$ cat src/rtl/dso_key_ctrl_pkg.sv
// Shared definitions for the DSO front-panel key controller: item encodings,
// key indices, and the decimation / vertical-scale step tables.
package dso_pkg;

    typedef enum logic [2:0] {
        SEL_TRIG   = 3'd0,
        SEL_EDGE   = 3'd1,
        SEL_DECI   = 3'd2,
        SEL_VSCALE = 3'd3,
        SEL_FFT    = 3'd4,
        SEL_FIR    = 3'd5
    } sel_e;

    localparam int KEY_DOWN = 0;
    localparam int KEY_UP   = 1;
    localparam int KEY_MODE = 2;
    localparam int KEY_RUN  = 3;

    localparam logic [3:0] DECI_MAX       = 4'd9;
    localparam logic [2:0] VSCALE_MAX     = 3'd4;
    localparam logic [2:0] VSCALE_RST_IDX = 3'd2;

    // 1-2-5 sequence from 1 to 1000
    function automatic logic [9:0] deci_of(input logic [3:0] idx);
        case (idx)
            4'd0:    deci_of = 10'd1;
            4'd1:    deci_of = 10'd2;
            4'd2:    deci_of = 10'd5;
            4'd3:    deci_of = 10'd10;
            4'd4:    deci_of = 10'd20;
            4'd5:    deci_of = 10'd50;
            4'd6:    deci_of = 10'd100;
            4'd7:    deci_of = 10'd200;
            4'd8:    deci_of = 10'd500;
            default: deci_of = 10'd1000;
        endcase
    endfunction

    // {zoom_in, factor}: /4, /2, x1, x2, x4
    function automatic logic [4:0] vscale_of(input logic [2:0] idx);
        case (idx)
            3'd0:    vscale_of = {1'b0, 4'd4};
            3'd1:    vscale_of = {1'b0, 4'd2};
            3'd2:    vscale_of = {1'b1, 4'd1};
            3'd3:    vscale_of = {1'b1, 4'd2};
            default: vscale_of = {1'b1, 4'd4};
        endcase
    endfunction

endpackage

$ cat src/rtl/dso_key_ctrl_debounce.sv
// One key: 2-flop synchronizer, down-counting debounce timer, press pulse.
// A key seen low coming out of reset must be released before it can press.
module key_debounce #(
    parameter int unsigned CNT = 20
) (
    input  logic sys_clk,
    input  logic sys_rst_n,
    input  logic key_n,
    output logic press,
    output logic level
);

    localparam int unsigned CW = $clog2(CNT + 1);

    logic [1:0]    sync;
    logic          stable;
    logic          armed;
    logic [CW-1:0] cnt;

    always_ff @(posedge sys_clk) begin
        if (!sys_rst_n) begin
            sync   <= 2'b00;
            stable <= 1'b1;
            armed  <= 1'b0;
            cnt    <= CW'(CNT - 1);
            press  <= 1'b0;
        end else begin
            sync  <= {sync[0], key_n};
            press <= 1'b0;
            if (sync[1] == stable) begin
                cnt <= CW'(CNT - 1);
                if (stable) armed <= 1'b1;
            end else if (cnt == '0) begin
                stable <= sync[1];
                cnt    <= CW'(CNT - 1);
                press  <= armed & ~sync[1];
            end else begin
                cnt <= cnt - 1'b1;
            end
        end
    end

    assign level = armed & ~stable;

endmodule

$ cat src/rtl/dso_key_ctrl.sv
// DSO front-panel key controller; define KEY_AUTOREPEAT_EN for UP/DOWN
// auto-repeat on the stepped items (TRIG, DECI, VSCALE).
//
// state      | meaning
// SEL_TRIG   | UP/DOWN step trig_level by TRIG_STEP, saturating
// SEL_EDGE   | UP/DOWN toggle trig_edge
// SEL_DECI   | UP/DOWN walk the decimation table
// SEL_VSCALE | UP/DOWN walk the vertical-scale table
// SEL_FFT    | UP/DOWN toggle fft_en
// SEL_FIR    | UP/DOWN toggle fir_en
module dso_key_ctrl
    import dso_pkg::*;
#(
    parameter logic [25:0] CLK_FS     = 26'd50_000_000,
    parameter logic [7:0]  TRIG_STEP  = 8'd8,
    parameter logic [11:0] TRIG_Y_BOT = 12'd400
) (
    input  logic        sys_clk,
    input  logic        sys_rst_n,
    input  logic [3:0]  key_n,
    output logic [7:0]  trig_level,
    output logic [9:0]  deci_rate,
    output logic        wave_run,
    output logic        trig_edge,
    output logic [4:0]  v_scale,
    output logic        fft_en,
    output logic        fir_en,
    output logic [11:0] trig_line,
    output logic [2:0]  sel_item
);

    localparam int unsigned DB_CNT = int'(CLK_FS) / 50;

    logic [3:0] press;
    logic [3:0] held;
    logic       rpt_up;
    logic       rpt_down;
    logic       unused_held;

    for (genvar i = 0; i < 4; i++) begin : g_key
        key_debounce #(.CNT(DB_CNT)) u_key (
            .sys_clk   (sys_clk),
            .sys_rst_n (sys_rst_n),
            .key_n     (key_n[i]),
            .press     (press[i]),
            .level     (held[i])
        );
    end

    sel_e       sel;
    logic [3:0] deci_idx;
    logic [2:0] vs_idx;

`ifdef KEY_AUTOREPEAT_EN
    localparam int unsigned HOLD = int'(CLK_FS) / 2;
    localparam int unsigned RATE = int'(CLK_FS) / 10;
    localparam int unsigned RW   = $clog2(HOLD + 1);

    logic [RW-1:0] rpt_cnt;
    logic          rpt_ok;
    logic          rpt_hit;

    // Only a lone UP or DOWN on a stepped item repeats; anything else rearms
    assign rpt_ok  = (held[KEY_UP] ^ held[KEY_DOWN]) &&
                     (sel == SEL_TRIG || sel == SEL_DECI || sel == SEL_VSCALE);
    assign rpt_hit = rpt_ok && (rpt_cnt == '0);

    always_ff @(posedge sys_clk) begin
        if (!sys_rst_n || !rpt_ok) rpt_cnt <= RW'(HOLD);
        else if (rpt_cnt == '0)    rpt_cnt <= RW'(RATE - 1);
        else                       rpt_cnt <= rpt_cnt - 1'b1;
    end

    assign rpt_up      = rpt_hit & held[KEY_UP];
    assign rpt_down    = rpt_hit & held[KEY_DOWN];
    assign unused_held = ^held[3:2];
`else
    assign rpt_up      = 1'b0;
    assign rpt_down    = 1'b0;
    assign unused_held = ^held;
`endif

    logic ev_run, ev_mode, ev_up, ev_down;
    assign ev_run  = press[KEY_RUN];
    assign ev_mode = press[KEY_MODE];
    assign ev_up   = press[KEY_UP] | rpt_up;
    assign ev_down = press[KEY_DOWN] | rpt_down;

    always_ff @(posedge sys_clk) begin
        if (!sys_rst_n) begin
            sel        <= SEL_TRIG;
            trig_level <= 8'd127;
            deci_idx   <= 4'd0;
            vs_idx     <= VSCALE_RST_IDX;
            deci_rate  <= deci_of(4'd0);
            v_scale    <= vscale_of(VSCALE_RST_IDX);
            wave_run   <= 1'b1;
            trig_edge  <= 1'b1;
            fft_en     <= 1'b0;
            fir_en     <= 1'b0;
            trig_line  <= TRIG_Y_BOT - 12'd127;
        end else begin
            trig_line <= TRIG_Y_BOT - {4'd0, trig_level};
            if (ev_run) begin
                wave_run <= ~wave_run;
            end else if (ev_mode) begin
                case (sel)
                    SEL_TRIG:   sel <= SEL_EDGE;
                    SEL_EDGE:   sel <= SEL_DECI;
                    SEL_DECI:   sel <= SEL_VSCALE;
                    SEL_VSCALE: sel <= SEL_FFT;
                    SEL_FFT:    sel <= SEL_FIR;
                    default:    sel <= SEL_TRIG;
                endcase
            end else if (ev_up || ev_down) begin
                case (sel)
                    SEL_TRIG: begin
                        if (ev_up)
                            trig_level <= (trig_level > 8'd255 - TRIG_STEP) ? 8'd255
                                                                            : trig_level + TRIG_STEP;
                        else
                            trig_level <= (trig_level < TRIG_STEP) ? 8'd0
                                                                   : trig_level - TRIG_STEP;
                    end
                    SEL_EDGE: trig_edge <= ~trig_edge;
                    SEL_DECI: begin
                        if (ev_up && deci_idx != DECI_MAX) begin
                            deci_idx  <= deci_idx + 4'd1;
                            deci_rate <= deci_of(deci_idx + 4'd1);
                        end else if (!ev_up && deci_idx != 4'd0) begin
                            deci_idx  <= deci_idx - 4'd1;
                            deci_rate <= deci_of(deci_idx - 4'd1);
                        end
                    end
                    SEL_VSCALE: begin
                        if (ev_up && vs_idx != VSCALE_MAX) begin
                            vs_idx  <= vs_idx + 3'd1;
                            v_scale <= vscale_of(vs_idx + 3'd1);
                        end else if (!ev_up && vs_idx != 3'd0) begin
                            vs_idx  <= vs_idx - 3'd1;
                            v_scale <= vscale_of(vs_idx - 3'd1);
                        end
                    end
                    SEL_FFT: fft_en <= ~fft_en;
                    SEL_FIR: fir_en <= ~fir_en;
                    default: sel    <= SEL_TRIG;
                endcase
            end
        end
    end

    assign sel_item = sel;

endmodule
$ cat config.mk
export PLATFORM = sky130hd
export DESIGN_NAME = dso_key_ctrl
export DESIGN_NICKNAME = d
export VERILOG_FILES = /design/src/rtl/dso_key_ctrl_pkg.sv /design/src/rtl/dso_key_ctrl_debounce.sv /design/src/rtl/dso_key_ctrl.sv
export SDC_FILE = /design/constraint.sdc
export NUM_CORES = 1
export LEC_CHECK = 0
export ABC_AREA = 1
export CORE_ASPECT_RATIO = 1.5
export CORE_MARGIN = 2
export CORE_UTILIZATION = 55
export DETAILED_ROUTE_END_ITERATION = 6
export PLACE_DENSITY = 0.75
export SETUP_SLACK_MARGIN = 0.1
export SYNTH_ARGS = -nofsm -noshare
export SYNTH_HDL_FRONTEND = slang
export SYNTH_SLANG_ARGS = --single-unit
$ cat constraint.sdc
create_clock -name sys_clk -period 2.47 [get_ports sys_clk]
set_input_delay 0.494 -clock sys_clk [delete_from_list [all_inputs] [get_ports sys_clk]]
set_output_delay 0.494 -clock sys_clk [all_outputs]
set_load 0.01 [all_outputs]
==> results.yml <==
worst_setup_path:
  cp-start-kind: "register"
  arrival_ns: 1.59
  crit_slowest_cell: "clkdlybuf4s50_1"
  timing_worst_setup_path_type: "reg -> out"
  critPathMaxFanout: 11
  slowest_delay_ns: 0.62
  crit_family: "buffers and inverters"
  cp_cell_sequence: "clkdlybuf4s50_1"
  cp_num_buf_inv: 1
  crit_required_ns: 1.98
  cp-end-kind: "output pin"
layout:
  fillers: 1191
  drive_above_1_share_pct: 6.321
  nets: 1167
  area_growth_pct: 14.06
  final_area_sq_um: 8366
  num_antenna_cells: 0
  finalNonFillerCells: 1298
  fin_util_pct: 64.26
cts:
  cts_buffer_depth: 2
  htree_num_levels: 4
  cts_buffers: 17
  cts_setup_buffers: 0
  cts-root-buf: "clkbuf_16"
  clock_latency_ns: 0.41
  clkTransAtPathRegs_ns: 0.05
  ctsHoldBuffers: 0
  cts_resized: 0
  cts_sinks: 140
  tritoncts: "built"
floorplanning:
  die_x_um: 98.29
  coreArea_sq_um: 13020
  ios: 48
  dieHeight_um: 145.4
  start_util_pct: 56.34
  die-area_sq_um: 14290
  row_count: 51
power_and_ir_drop:
  clock_power_share_pct: 48.6
  p_switching_uw: 1015
  p_leak_uw: 0.003770
  p_comb_share_pct: 2.6
  swShare_pct: 21.54
  cellPowerDensity_nw_per_um2: 563.5
  peakVddDrop_v: 0.0004148
  p_seq_share_pct: 48.7
  p_total_uw: 4714
  intPower_uw: 3699
synth:
  syn_area_per_cell_sq_um: 6.766
  synth.top_cell.area_share_pct: 38.21
  synthTopCellsByCount: "nand2_1, nor2_1, dfxtp_1, inv_1, nand3_1"
  syn_area_sq_um: 7335
  ys_top_cells_by_area: "dfxtp_1, nand2_1, nor2_1"
  async_flop_share_pct: 0
  synth_edf_count: 0
  ys_ff_latch: 140
  synth.yosys.seq_area_share_pct: 38.21
  yosysMostFrequentCell: "nand2_1"
  yosys_warnings: 0
  netlist_instances: 1084
  ys_types: 37
  synth_flop_cell: "dfxtp_1"
  yosys.area.top_type: "dfxtp_1"
status:
  outcome: "finished, final reports clean"
routing:
  viasPerCell: 5.115
  wirelength_um: 15390
  drc: 0
  wl_per_cell_um: 11.86
  ant_nets: 0
  drtIter0Drc: 265
  drtPass1Iterations: 5
  vias: 6639
run:
  maxCapViolations: 0
global_routing:
  grt_max_degree: 22
  antenna_found_initial: 0
  grt_first_pass_wirelength_um: 26610
  grt_pass1_vias: 6167
  grt_util_all_layers_pct: 21.94
  overflow: 0
timing:
  period_needed_ns: 2.082
  max_freq_mhz: 480.3
  rsz0062_at_grt: "false"
  slew_violations: 0
  period_share_pct: 84.30
  clock_skew_ns: 0.01154
  tightest_slew_ns: 0.4968
  finalSetupTns_ns: 0
  setup_violations: 0
  hold_viol: 0
  max_slew_margin_pct: 66.62
hold_path:
  min_path_type: "reg -> reg"
place:
  portBuffers: 41
  place_inst: 1267
  postPlaceCellArea_sq_um: 7834
  place_congestion: 0.9274
  dp_hpwl_um: 11250
## power groups by stage
stage | Combinational, uW | Sequential [uW] | Clock (uW)
global placement | 123 | 2340 | 0
floorplan | 97.3 | 2340 | 0
detailed placement | 125 | 2350 | 0
finish | 125 | 2300 | 2290
CTS | 126 | 2300 | 2330
global route | 143 | 2300 | 2430
## per-layer routing
| metal | global-route usage (%) | vias up | share of wire [%] |
|---|---|---|---|
| li1 | - | 3488 | - |
| met1 | 24.70 | 3018 | 43 |
| met2 | 40.58 | 106 | 53 |
| met3 | 3.698 | 27 | 2.7 |
| met4 | 8.493 | 0 | 2.1 |
| met5 | 0 | - | 0 |
## kinds of logic (layout without fill, tap and decap cells)
kind of cell,count (synthesis),count (layout),share of synthesized area (%)
buffers and inverters,160,210,9.263
adders and majority gates,34,34,5.800
other,1,6,0.05113
AOI/OAI and AO/OA,95,95,6.687
DFF,140,140,38.21
xor gates and xnor gates,31,31,3.702
and+or+nand+nor,623,623,36.28
## per-stage QoR
stage | setup slack, ns | hold slack (ns)
6_report | 0.3878 | 0.3871
4_1_cts | 0.3733 | 0.3915
2_1_floorplan | 0.7299 | 0.3651
5_1_grt | 0.2638 | 0.4018
3_5_place_dp | 0.3069 | 0.3784
3_3_place_gp | 0.3038 | 0.3738
## flip-flops by register name, indices dropped and copies added, names as in the netlist, 6 cells and up
| register | cells |
|---|---|
| deci_rate | 10 |
| g_key.u_key.cnt | 80 |
| g_key.u_key.sync | 8 |
| trig_level | 6 |
| trig_line | 7 |
## final timing paths
path | cells past startpoint | endpoint | slack [ns] | from
worst min register to register | 1 | g_key[1].u_key.cnt[0]$_SDFF_PP1_ | 0.39 | g_key[1].u_key.cnt[0]$_SDFF_PP1_
worst min-delay path | 1 | g_key[1].u_key.cnt[0]$_SDFF_PP1_ | 0.39 | g_key[1].u_key.cnt[0]$_SDFF_PP1_
worst max register to register | 8 | deci_rate[3]$_SDFFE_PN0P_ | 0.46 | deci_idx[1]$_SDFFE_PN0P_
worst max-delay path | 1 | trig_level[5] | 0.39 | trig_level[5]$_SDFFE_PN1P_
## final cells by class
type | count | area (sq um) | share of cell area (%)
Clock buffer | 24 | 491.7 | 5.878
Timing Repair Buffer | 49 | 470.5 | 5.624
Inverter | 130 | 490.5 | 5.863
Sequential cell | 140 | 2803 | 33.50
Multi-Input combinational cell | 789 | 3871 | 46.28
Clock inverter | 7 | 40.04 | 0.4786
Tap cell | 159 | 198.9 | 2.378
## cells in the final DEF, fill, tap and decap left out, types with 2 or more instances in the layout
cell             instances
clkbuf_1                 3
o21ai_0                 42
nand2_1                265
nand4_1                 18
a21oi_1                 42
xnor2_1                 11
nand3b_1                 7
or2_2                    5
ha_1                    34
nor2_4                   2
clkbuf_8                 4
clkbuf_16               17
nor2_1                 200
buf_4                    8
nand3_2                  4
inv_2                    7
o211ai_1                 2
and2_1                   2
nand3_1                 89
conb_1                   6
nand2_2                  4
a31oi_1                  3
dfxtp_1                140
clkdlybuf4s50_1         41
nor2_2                  11
clkinvlp_4               2
clkinv_2                 5
o21ai_1                  4
inv_1                  122
nor3_1                  11
xor2_1                  20
Power figures use the tool's default switching activity.
